**src/rtl/ex_mdu.sv**
```systemverilog
// Iterative RISC-V M-extension multiply/divide unit for the EX stage.
// Optional single-cycle multiplier: define MDU_FAST_MUL_EN.
module ex_mdu #(
    parameter int XLEN = 32
) (
    input  logic            clk,
    input  logic            rst,
    input  logic            flush,
    input  logic            start,
    input  logic [2:0]      op,
    input  logic [XLEN-1:0] a,
    input  logic [XLEN-1:0] b,
    output logic            stall_req,
    output logic            busy,
    output logic            done,
    output logic [XLEN-1:0] result
);

    localparam int CW = $clog2(XLEN);
    localparam logic [XLEN-1:0] INT_MIN = {1'b1, {(XLEN-1){1'b0}}};
    localparam logic [XLEN-1:0] ALL_ONES = '1;

    typedef enum logic [1:0] {IDLE, BUSY, FAST, DONE} state_t;

    state_t          state_reg, state_next;
    logic [CW-1:0]   count_reg, count_next;
    logic [XLEN-1:0] hi_reg, hi_next;
    logic [XLEN-1:0] lo_reg, lo_next;
    logic [XLEN-1:0] opnd_reg, opnd_next;
    logic [XLEN-1:0] result_reg, result_next;
    logic [2:0]      op_reg, op_next;
    logic            neg_reg, neg_next;

    // Operand decode for the incoming instruction
    logic            sign_a, sign_b, new_neg;
    logic [XLEN-1:0] mag_a, mag_b;
    logic            div_by_zero, div_ovf;
    logic [XLEN-1:0] special_result;

    always_comb begin
        if (op[2]) begin
            sign_a = a[XLEN-1] & ~op[0];
            sign_b = b[XLEN-1] & ~op[0];
        end else begin
            sign_a = a[XLEN-1] & (op[1:0] != 2'b11);
            sign_b = b[XLEN-1] & ~op[1];
        end
        mag_a = sign_a ? (~a + 1'b1) : a;
        mag_b = sign_b ? (~b + 1'b1) : b;
        // Remainder follows the dividend only; everything else uses xor of signs
        if (op[2] && op[1])
            new_neg = sign_a;
        else
            new_neg = sign_a ^ sign_b;
        div_by_zero = (b == '0);
        div_ovf     = ~op[0] && (a == INT_MIN) && (b == ALL_ONES);
        if (div_by_zero)
            special_result = op[1] ? a : ALL_ONES;
        else
            special_result = op[1] ? '0 : INT_MIN;
    end

`ifdef MDU_FAST_MUL_EN
    logic [2*XLEN-1:0] fast_mag_prod, fast_prod;
    logic [XLEN-1:0]   fast_mul_result;
    assign fast_mag_prod   = mag_a * mag_b;
    assign fast_prod       = new_neg ? (~fast_mag_prod + 1'b1) : fast_mag_prod;
    assign fast_mul_result = (op[1:0] == 2'b00) ? fast_prod[XLEN-1:0]
                                                : fast_prod[2*XLEN-1:XLEN];
`endif

    // One shift-add or restoring-divide step on the current accumulators
    logic [XLEN:0]     mul_sum;
    logic [XLEN:0]     div_shift, div_diff;
    logic [XLEN-1:0]   iter_hi, iter_lo;
    logic [2*XLEN-1:0] prod_mag, prod_signed;
    logic [XLEN-1:0]   quo_signed, rem_signed, final_result;

    always_comb begin
        mul_sum   = {1'b0, hi_reg} + (lo_reg[0] ? {1'b0, opnd_reg} : '0);
        div_shift = {hi_reg, lo_reg[XLEN-1]};
        div_diff  = div_shift - {1'b0, opnd_reg};
        if (op_reg[2]) begin
            if (!div_diff[XLEN]) begin
                iter_hi = div_diff[XLEN-1:0];
                iter_lo = {lo_reg[XLEN-2:0], 1'b1};
            end else begin
                iter_hi = div_shift[XLEN-1:0];
                iter_lo = {lo_reg[XLEN-2:0], 1'b0};
            end
        end else begin
            iter_hi = mul_sum[XLEN:1];
            iter_lo = {mul_sum[0], lo_reg[XLEN-1:1]};
        end

        prod_mag    = {iter_hi, iter_lo};
        prod_signed = neg_reg ? (~prod_mag + 1'b1) : prod_mag;
        quo_signed  = neg_reg ? (~iter_lo + 1'b1) : iter_lo;
        rem_signed  = neg_reg ? (~iter_hi + 1'b1) : iter_hi;

        if (op_reg[2])
            final_result = op_reg[1] ? rem_signed : quo_signed;
        else if (op_reg[1:0] == 2'b00)
            final_result = prod_signed[XLEN-1:0];
        else
            final_result = prod_signed[2*XLEN-1:XLEN];
    end

    always_comb begin
        state_next  = state_reg;
        count_next  = count_reg;
        hi_next     = hi_reg;
        lo_next     = lo_reg;
        opnd_next   = opnd_reg;
        result_next = result_reg;
        op_next     = op_reg;
        neg_next    = neg_reg;

        if (flush) begin
            state_next = IDLE;
        end else begin
            case (state_reg)
                IDLE: begin
                    if (start) begin
                        op_next  = op;
                        neg_next = new_neg;
                        if (op[2] && (div_by_zero || div_ovf)) begin
                            state_next = FAST;
                            hi_next    = '0;
                            lo_next    = special_result;
                        end
`ifdef MDU_FAST_MUL_EN
                        else if (!op[2]) begin
                            state_next = FAST;
                            hi_next    = '0;
                            lo_next    = fast_mul_result;
                        end
`endif
                        else begin
                            state_next = BUSY;
                            count_next = '0;
                            hi_next    = '0;
                            lo_next    = op[2] ? mag_a : mag_b;
                            opnd_next  = op[2] ? mag_b : mag_a;
                        end
                    end
                end
                BUSY: begin
                    hi_next    = iter_hi;
                    lo_next    = iter_lo;
                    count_next = count_reg + 1'b1;
                    if (count_reg == CW'(XLEN-1)) begin
                        state_next  = DONE;
                        result_next = final_result;
                    end
                end
                FAST: begin
                    state_next  = DONE;
                    result_next = lo_reg;
                end
                DONE: begin
                    state_next = IDLE;
                end
                default: begin
                    state_next = IDLE;
                end
            endcase
        end
    end

    always_ff @(posedge clk or posedge rst) begin
        if (rst) begin
            state_reg  <= IDLE;
            count_reg  <= '0;
            hi_reg     <= '0;
            lo_reg     <= '0;
            opnd_reg   <= '0;
            result_reg <= '0;
            op_reg     <= '0;
            neg_reg    <= 1'b0;
        end else begin
            state_reg  <= state_next;
            count_reg  <= count_next;
            hi_reg     <= hi_next;
            lo_reg     <= lo_next;
            opnd_reg   <= opnd_next;
            result_reg <= result_next;
            op_reg     <= op_next;
            neg_reg    <= neg_next;
        end
    end

    assign done      = (state_reg == DONE);
    assign busy      = (state_reg != IDLE);
    assign result    = result_reg;
    assign stall_req = start & ~done;

endmodule

```
**config.mk**
```make
export PLATFORM = sky130hd
export DESIGN_NAME = ex_mdu
export DESIGN_NICKNAME = d
export VERILOG_FILES = /design/src/rtl/ex_mdu.sv
export SDC_FILE = /design/constraint.sdc
export NUM_CORES = 1
export LEC_CHECK = 0
export CORE_UTILIZATION = 55
export DETAILED_ROUTE_END_ITERATION = 8
export GPL_TIMING_DRIVEN = 0
export PLACE_DENSITY = 0.83
export SYNTH_ARGS = -nofsm -noshare
export SYNTH_HDL_FRONTEND = slang
export SYNTH_SLANG_ARGS = --single-unit
```
**constraint.sdc**
```tcl
create_clock -name clk -period 8.6 [get_ports clk]
set_clock_uncertainty 0.15 [all_clocks]
set_input_delay 1.72 -clock clk [delete_from_list [all_inputs] [get_ports clk]]
set_output_delay 1.72 -clock clk [all_outputs]
set_load 0.02 [all_outputs]
```
-- Yosys cells after proc, flatten, opt, wreduce, memory -nomap -nowiden
Cells that the tools add are included.
- bitwise operators: 16
- $add $sub $neg: 8
- equal/unequal tests: 12
- muxes and demuxes: 36
- reductions and logical operators: 17
- operators with widths (cell ; number):
    32-bit two-way mux ; 20
    32-bit one-hot mux with 2 select lines ; 3
    32-bit by 1-bit adder with 32-bit output, second input constant ; 4
    32-bit inverter ; 4
    64-bit by 1-bit adder with 64-bit output, second input constant ; 1
    32-bit equality test, second input constant ; 2
    64-bit two-way mux ; 1
    64-bit inverter ; 1
    32-bit by 32-bit adder with 33-bit output ; 1
    33-bit by 32-bit subtractor with 33-bit output ; 1
    32-bit zero test ; 1
    5-bit two-way mux ; 2
    5-bit one-hot mux with 2 select lines ; 1
    3-bit AND reduction ; 3
    2-bit two-way mux ; 4
    2-bit != test, second input constant ; 4
    2-bit one-hot mux with 4 select lines ; 1
    4-bit AND reduction ; 2
    3-bit != test, second input constant ; 2
    2-bit nonzero test ; 3
    5-bit by 1-bit adder with 5-bit output, second input constant ; 1
    1-bit AND ; 5
    5-bit equality test, second input constant ; 1
    1-bit inverter ; 5
    8 further kinds ; 16
- register bits: 139
- input bits: 71
- word-level logic and storage cells: 97
- output and inout port bits: 35

-- Longest topological paths before layout
- depth in word-level cells: 10
- mapped depth: 25
- gate-level depth less buffers: 24

-- Worst setup path after synthesis
Ideal clock, no wire load.
- path type: flip-flop to flip-flop
- start point: reg lo_reg[31]
- end point: reg result_reg[22] (netlist: result[22])
- buffers on the path: 4
- arrival: 5670 ps
- stages on the path, launching flop included: 25
- data required time: 8318 ps
- path slack: 2648 ps
- setup time: 132 ps
- cells stage by stage: dfrtp_1 -> inv_1 -> ha_1 -> inv_1 -> fa_1 -> a211oi_1 -> o211ai_2 -> a211oi_2 -> or3_1 -> buf_6 -> a21oi_4 -> buf_6 -> clkbuf_1 -> o21ai_0 -> a31oi_1 -> inv_1 -> ha_1 -> or4bb_1 -> or4b_4 -> or4_4 -> buf_6 -> or3_4 -> o2111a_1 -> a2111oi_1 -> o21ai_1
- cells in the longest elaborated chain, start to end: 10
- RTL lines (element ; line ; text):
    start, declared ; 28 ; logic [XLEN-1:0] lo_reg, lo_next;
    start signal, assigned ; 185 ; lo_reg <= lo_next;
    33-bit by 32-bit subtractor with 33-bit output ; 82 ; div_diff = div_shift - {1'b0, opnd_reg};
    1-bit two-way mux / 32-bit two-way mux (equally long branches) ; 84 ; if (!div_diff[XLEN]) begin
    32-bit two-way mux ; 83 ; if (op_reg[2]) begin
    64-bit inverter (tied with other cells) ; 97 ; prod_signed = neg_reg ? (~prod_mag + 1'b1) : prod_mag;
    64-bit by 1-bit adder with 64-bit output (tied with other cells) ; 97 ;
    64-bit two-way mux (tied with other cells) ; 97 ;
    32-bit two-way mux (on tied branches) ; 103, 102 ;
    32-bit two-way mux (*) ; 101 ; if (op_reg[2])
    32-bit two-way mux (*) ; 152 ; if (count_reg == CW'(XLEN-1)) begin
    32-bit one-hot mux with 2 select lines (*) ; 122 ; case (state_reg)
    end signal, assigned ; 187 ; result_reg <= result_next;
    end, declared ; 30 ; logic [XLEN-1:0] result_reg, result_next;
Mark *: on every way between the ends. The rest lies on a longest branch, timed or not. The select of a mux whose other input is x is not followed.
A chain may end at the register's enable or synchronous reset.

-- Worst setup path in the final report
- start point: reg op_reg[2]
- end point: reg result_reg[17] (netlist: result[17])
- cells in the longest elaborated chain, start to end: 8
- RTL lines (element ; line ; text):
    start, declared ; 31 ; logic [2:0] op_reg, op_next;
    start signal, assigned ; 188 ; op_reg <= op_next;
    32-bit two-way mux ; 83 ;
    64-bit inverter (tied with other cells) ; 97 ;
    64-bit by 1-bit adder with 64-bit output (tied with other cells) ; 97 ;
    64-bit two-way mux (tied with other cells) ; 97 ;
    32-bit two-way mux (on tied branches) ; 103, 102 ;
    32-bit two-way mux (*) ; 101 ;
    32-bit two-way mux (*) ; 152 ;
    32-bit one-hot mux with 2 select lines (*) ; 122 ;
Marks and branches as above.

==> metrics.txt <==
hold_ws=0.326 ns; Peak Freq=0.111 GHz; die span in y=174 um; Worst Path Arrival=9.14 ns; Yosys Warn Count=0; H-tree depth=4; FFs w/ async S/R, synth=1.00; Filler Cell Count=2632; first-pass GRT wire length=113000 um; Peak supply drop=0.242 mV; placed inst area=17900 um2; max capacitance violation total=0; # placed instances=2722; WP data required=8.77 ns; Area Growth Syn to Fin=13.5%; Die W=174 um; PortBufs=103; Final setup viols=2; TritonRoute pass-1 iters=8; Post-synth EDFFs=0; DR iter-0 viols=3186; share of cells above drive strength 1=0.0557; Max-slew headroom=0.0990; Setup crit end kind=flip-flop; Internal=0.00342 W; DR vias=19600; routed len/inst=27.4 um; CTS tree=yes; root buffer cell=clkbuf_16; worst hold path type=flip-flop to flip-flop; Post-Route WL=75400 um; #FFs+latches synth=139; sw frac=0.588; Clock Sinks=139; Tmin final=8.98 ns; Pwr Total=0.00831 W; fin crit share=1.04; Skew-Pair Late Insertion Delay=0.47 ns; syn nets=2381; Antenna diodes=0; Pleak=7.46 nW; PnR worst setup slack=-0.379 ns; Max FO, Critical Path=10; Post-Syn Area=16300 um2; Setup Crit Path Kind=flip-flop to flip-flop; final setup TNS=-0.533 ns; Worst-Margin Slew=1.34 ns; failing checks=negative setup slack; Largest delay share family, worst path=buffers and inverters; unrepaired setup endpoints after global routing=no; most used cell, CP=clkbuf_1; Row Count=62; Bufs and invs on worst path=10; die area=30300 um2; Final Wtd Congestion=1.11; Sw Pwr=0.00489 W; Syn Inst Count=2233; antenna-violating nets left=0; Flop pwr share=0.168; Final Hold Viols=0; number of global-route vias before repair=18600; initial antenna violation count=1; status=finished with violations; Post-Syn Area per Cell=7.30 um2; Seq/Total Area, Yosys=0.213; CTS buffer count=17; Post-route DRC=0; core area=28900 um2; number of vias per cell=7.11; Initial Util=0.563; Most used DFF post-synth=dfrtp_1; largest net degree at the start of global routing=81; DP HPWL=59200 um; nature of the critical path startpoint=flip-flop; Final Net Count=2505; GR Util All Layers=0.495; fin area=18500 um2; Slowest cell on crit path=clkdlybuf4s15_1; clock network power share=0.099; Remaining Overflow, GRT=0; max-slew violations=0; clk buf depth=2; I/O pin cnt=106; Comb pwr share=0.732; largest stage delay on the critical path=0.91 ns; Reg clk slew, reported paths=0.06 ns; final cell count without fillers=2753; synth unique cells=89; pwr dens=449 nW/um2; cell-by-cell trace of the critical path=clkbuf_1, clkbuf_1, clkdlybuf4s15_1, clkbuf_1, clkbuf_2, clkdlybuf4s15_1, clkbuf_1, clkbuf_1, clkbuf_1, buf_1, a31oi_1, mux2i_1, o22ai_1
metrics by stage:
step	utilization	setup slack [ns]
3_3_place_gp	0.616	0.342
4_1_cts	0.639	0.424
6_report	0.640	-0.379
5_1_grt	0.640	0.183
3_5_place_dp	0.618	0.445
2_1_floorplan	-	2.65
power by group through the flow:
stage / logic [W] / clock network, W / registers (W)
global placement: 0.00562 / 0 / 0.00135
finish: 0.00608 / 0.000823 / 0.00140
floorplan: 0.00379 / 0 / 0.00123
CTS: 0.00575 / 0.000811 / 0.00135
detailed placement: 0.00571 / 0 / 0.00135
global route: 0.00639 / 0.000835 / 0.00140
cell type report:
type / count / area, um2 / area share
clock buffers: 18 / 429 / 0.0232
clock inverters: 13 / 189 / 0.0102
multi-input cells: 1883 / 12000 / 0.649
flip-flops and latches: 139 / 3480 / 0.188
plain buffers: 136 / 556 / 0.0300
inverters: 75 / 287 / 0.0155
well taps: 384 / 480 / 0.0260
repair buffers: 105 / 1070 / 0.0578
cells in the final DEF, fill, tap and decap left out, types with 17 or more instances in the layout:
cell / synthesis / layout
a211oi_1: 21 / 21
a21o_1: 34 / 34
a21oi_1: 156 / 156
a31oi_1: 39 / 39
and2_1: 46 / 46
and3_1: 17 / 17
clkbuf_1: 117 / 117
clkbuf_16: 0 / 17
clkdlybuf4s50_1: 0 / 103
dfrtp_1: 139 / 139
ha_1: 75 / 75
inv_1: 75 / 74
mux2_2: 39 / 39
mux2i_1: 65 / 65
nand2_1: 275 / 275
nand2b_1: 18 / 18
nand3_1: 59 / 59
nand4_1: 31 / 31
nor2_1: 176 / 176
nor3_1: 62 / 62
o211ai_1: 38 / 38
o21ai_0: 261 / 261
o31ai_1: 25 / 25
or3_1: 24 / 24
xnor2_1: 79 / 79
xor2_1: 81 / 81
logic make-up (layout without fill, tap and decap cells):
family	count (synthesis)	count (layout)	share of synthesized area
adder cells (fa/ha/maj)	77	77	0.0600
flip-flops	139	139	0.213
AO/OA/AOI/OAI	743	743	0.286
AND/OR/NAND/NOR	798	798	0.236
multiplexers	105	105	0.0682
XOR/XNOR	160	160	0.0860
buffers and inverters	211	347	0.0505
final timing paths:
| check | from | end | slack, ns | cells after the start |
|---|---|---|---|---|
| min in group asynchronous | rst | opnd_reg[17]$_DFFE_PP0P_ | 1.60 | 2 |
| setup reg to reg | op_reg[2]$_DFFE_PP0P_ | result[17]$_DFFE_PP0P_ | -0.38 | 13 |
| max in group asynchronous | rst | hi_reg[24]$_DFFE_PP0P_ | 5.84 | 3 |
| hold / removal | count_reg[3]$_DFFE_PP0P_ | count_reg[3]$_DFFE_PP0P_ | 0.33 | 1 |
| setup / recovery | op_reg[2]$_DFFE_PP0P_ | result[17]$_DFFE_PP0P_ | -0.38 | 13 |
| hold reg to reg | count_reg[3]$_DFFE_PP0P_ | count_reg[3]$_DFFE_PP0P_ | 0.33 | 1 |
repair_timing:
action | CTS | global route
setup buffers | 0 | 0
endpoints found under the setup margin | 0 | 2
hold endpoints to repair | 0 | 0
hold buffers | 0 | 0
gates resized for setup | 0 | 4
cells in the mapped netlist (all sizes together) (46+ instances only):
library cell	number	area share
nand2	275	0.063
o21ai	266	0.082
nor2	176	0.041
a21oi	157	0.049
dfrtp	139	0.21
clkbuf	118	0.027
xor2	81	0.044
xnor2	79	0.042
ha	75	0.058
inv	75	0.017
nor3	67	0.022
mux2i	65	0.040
nand3	59	0.018
and2	46	0.018
routing by layer:
layer,share of wire,GRT usage,up-vias,routed length [um]
met5,0.00025,0,-,19
met1,0.37,0.600,9087,27500
met4,0.086,0.358,2,6470
met2,0.41,0.733,1599,31300
met3,0.13,0.166,408,10100
li1,-,-,8473,-
No activity file was read; power rests on OpenSTA's default activity.
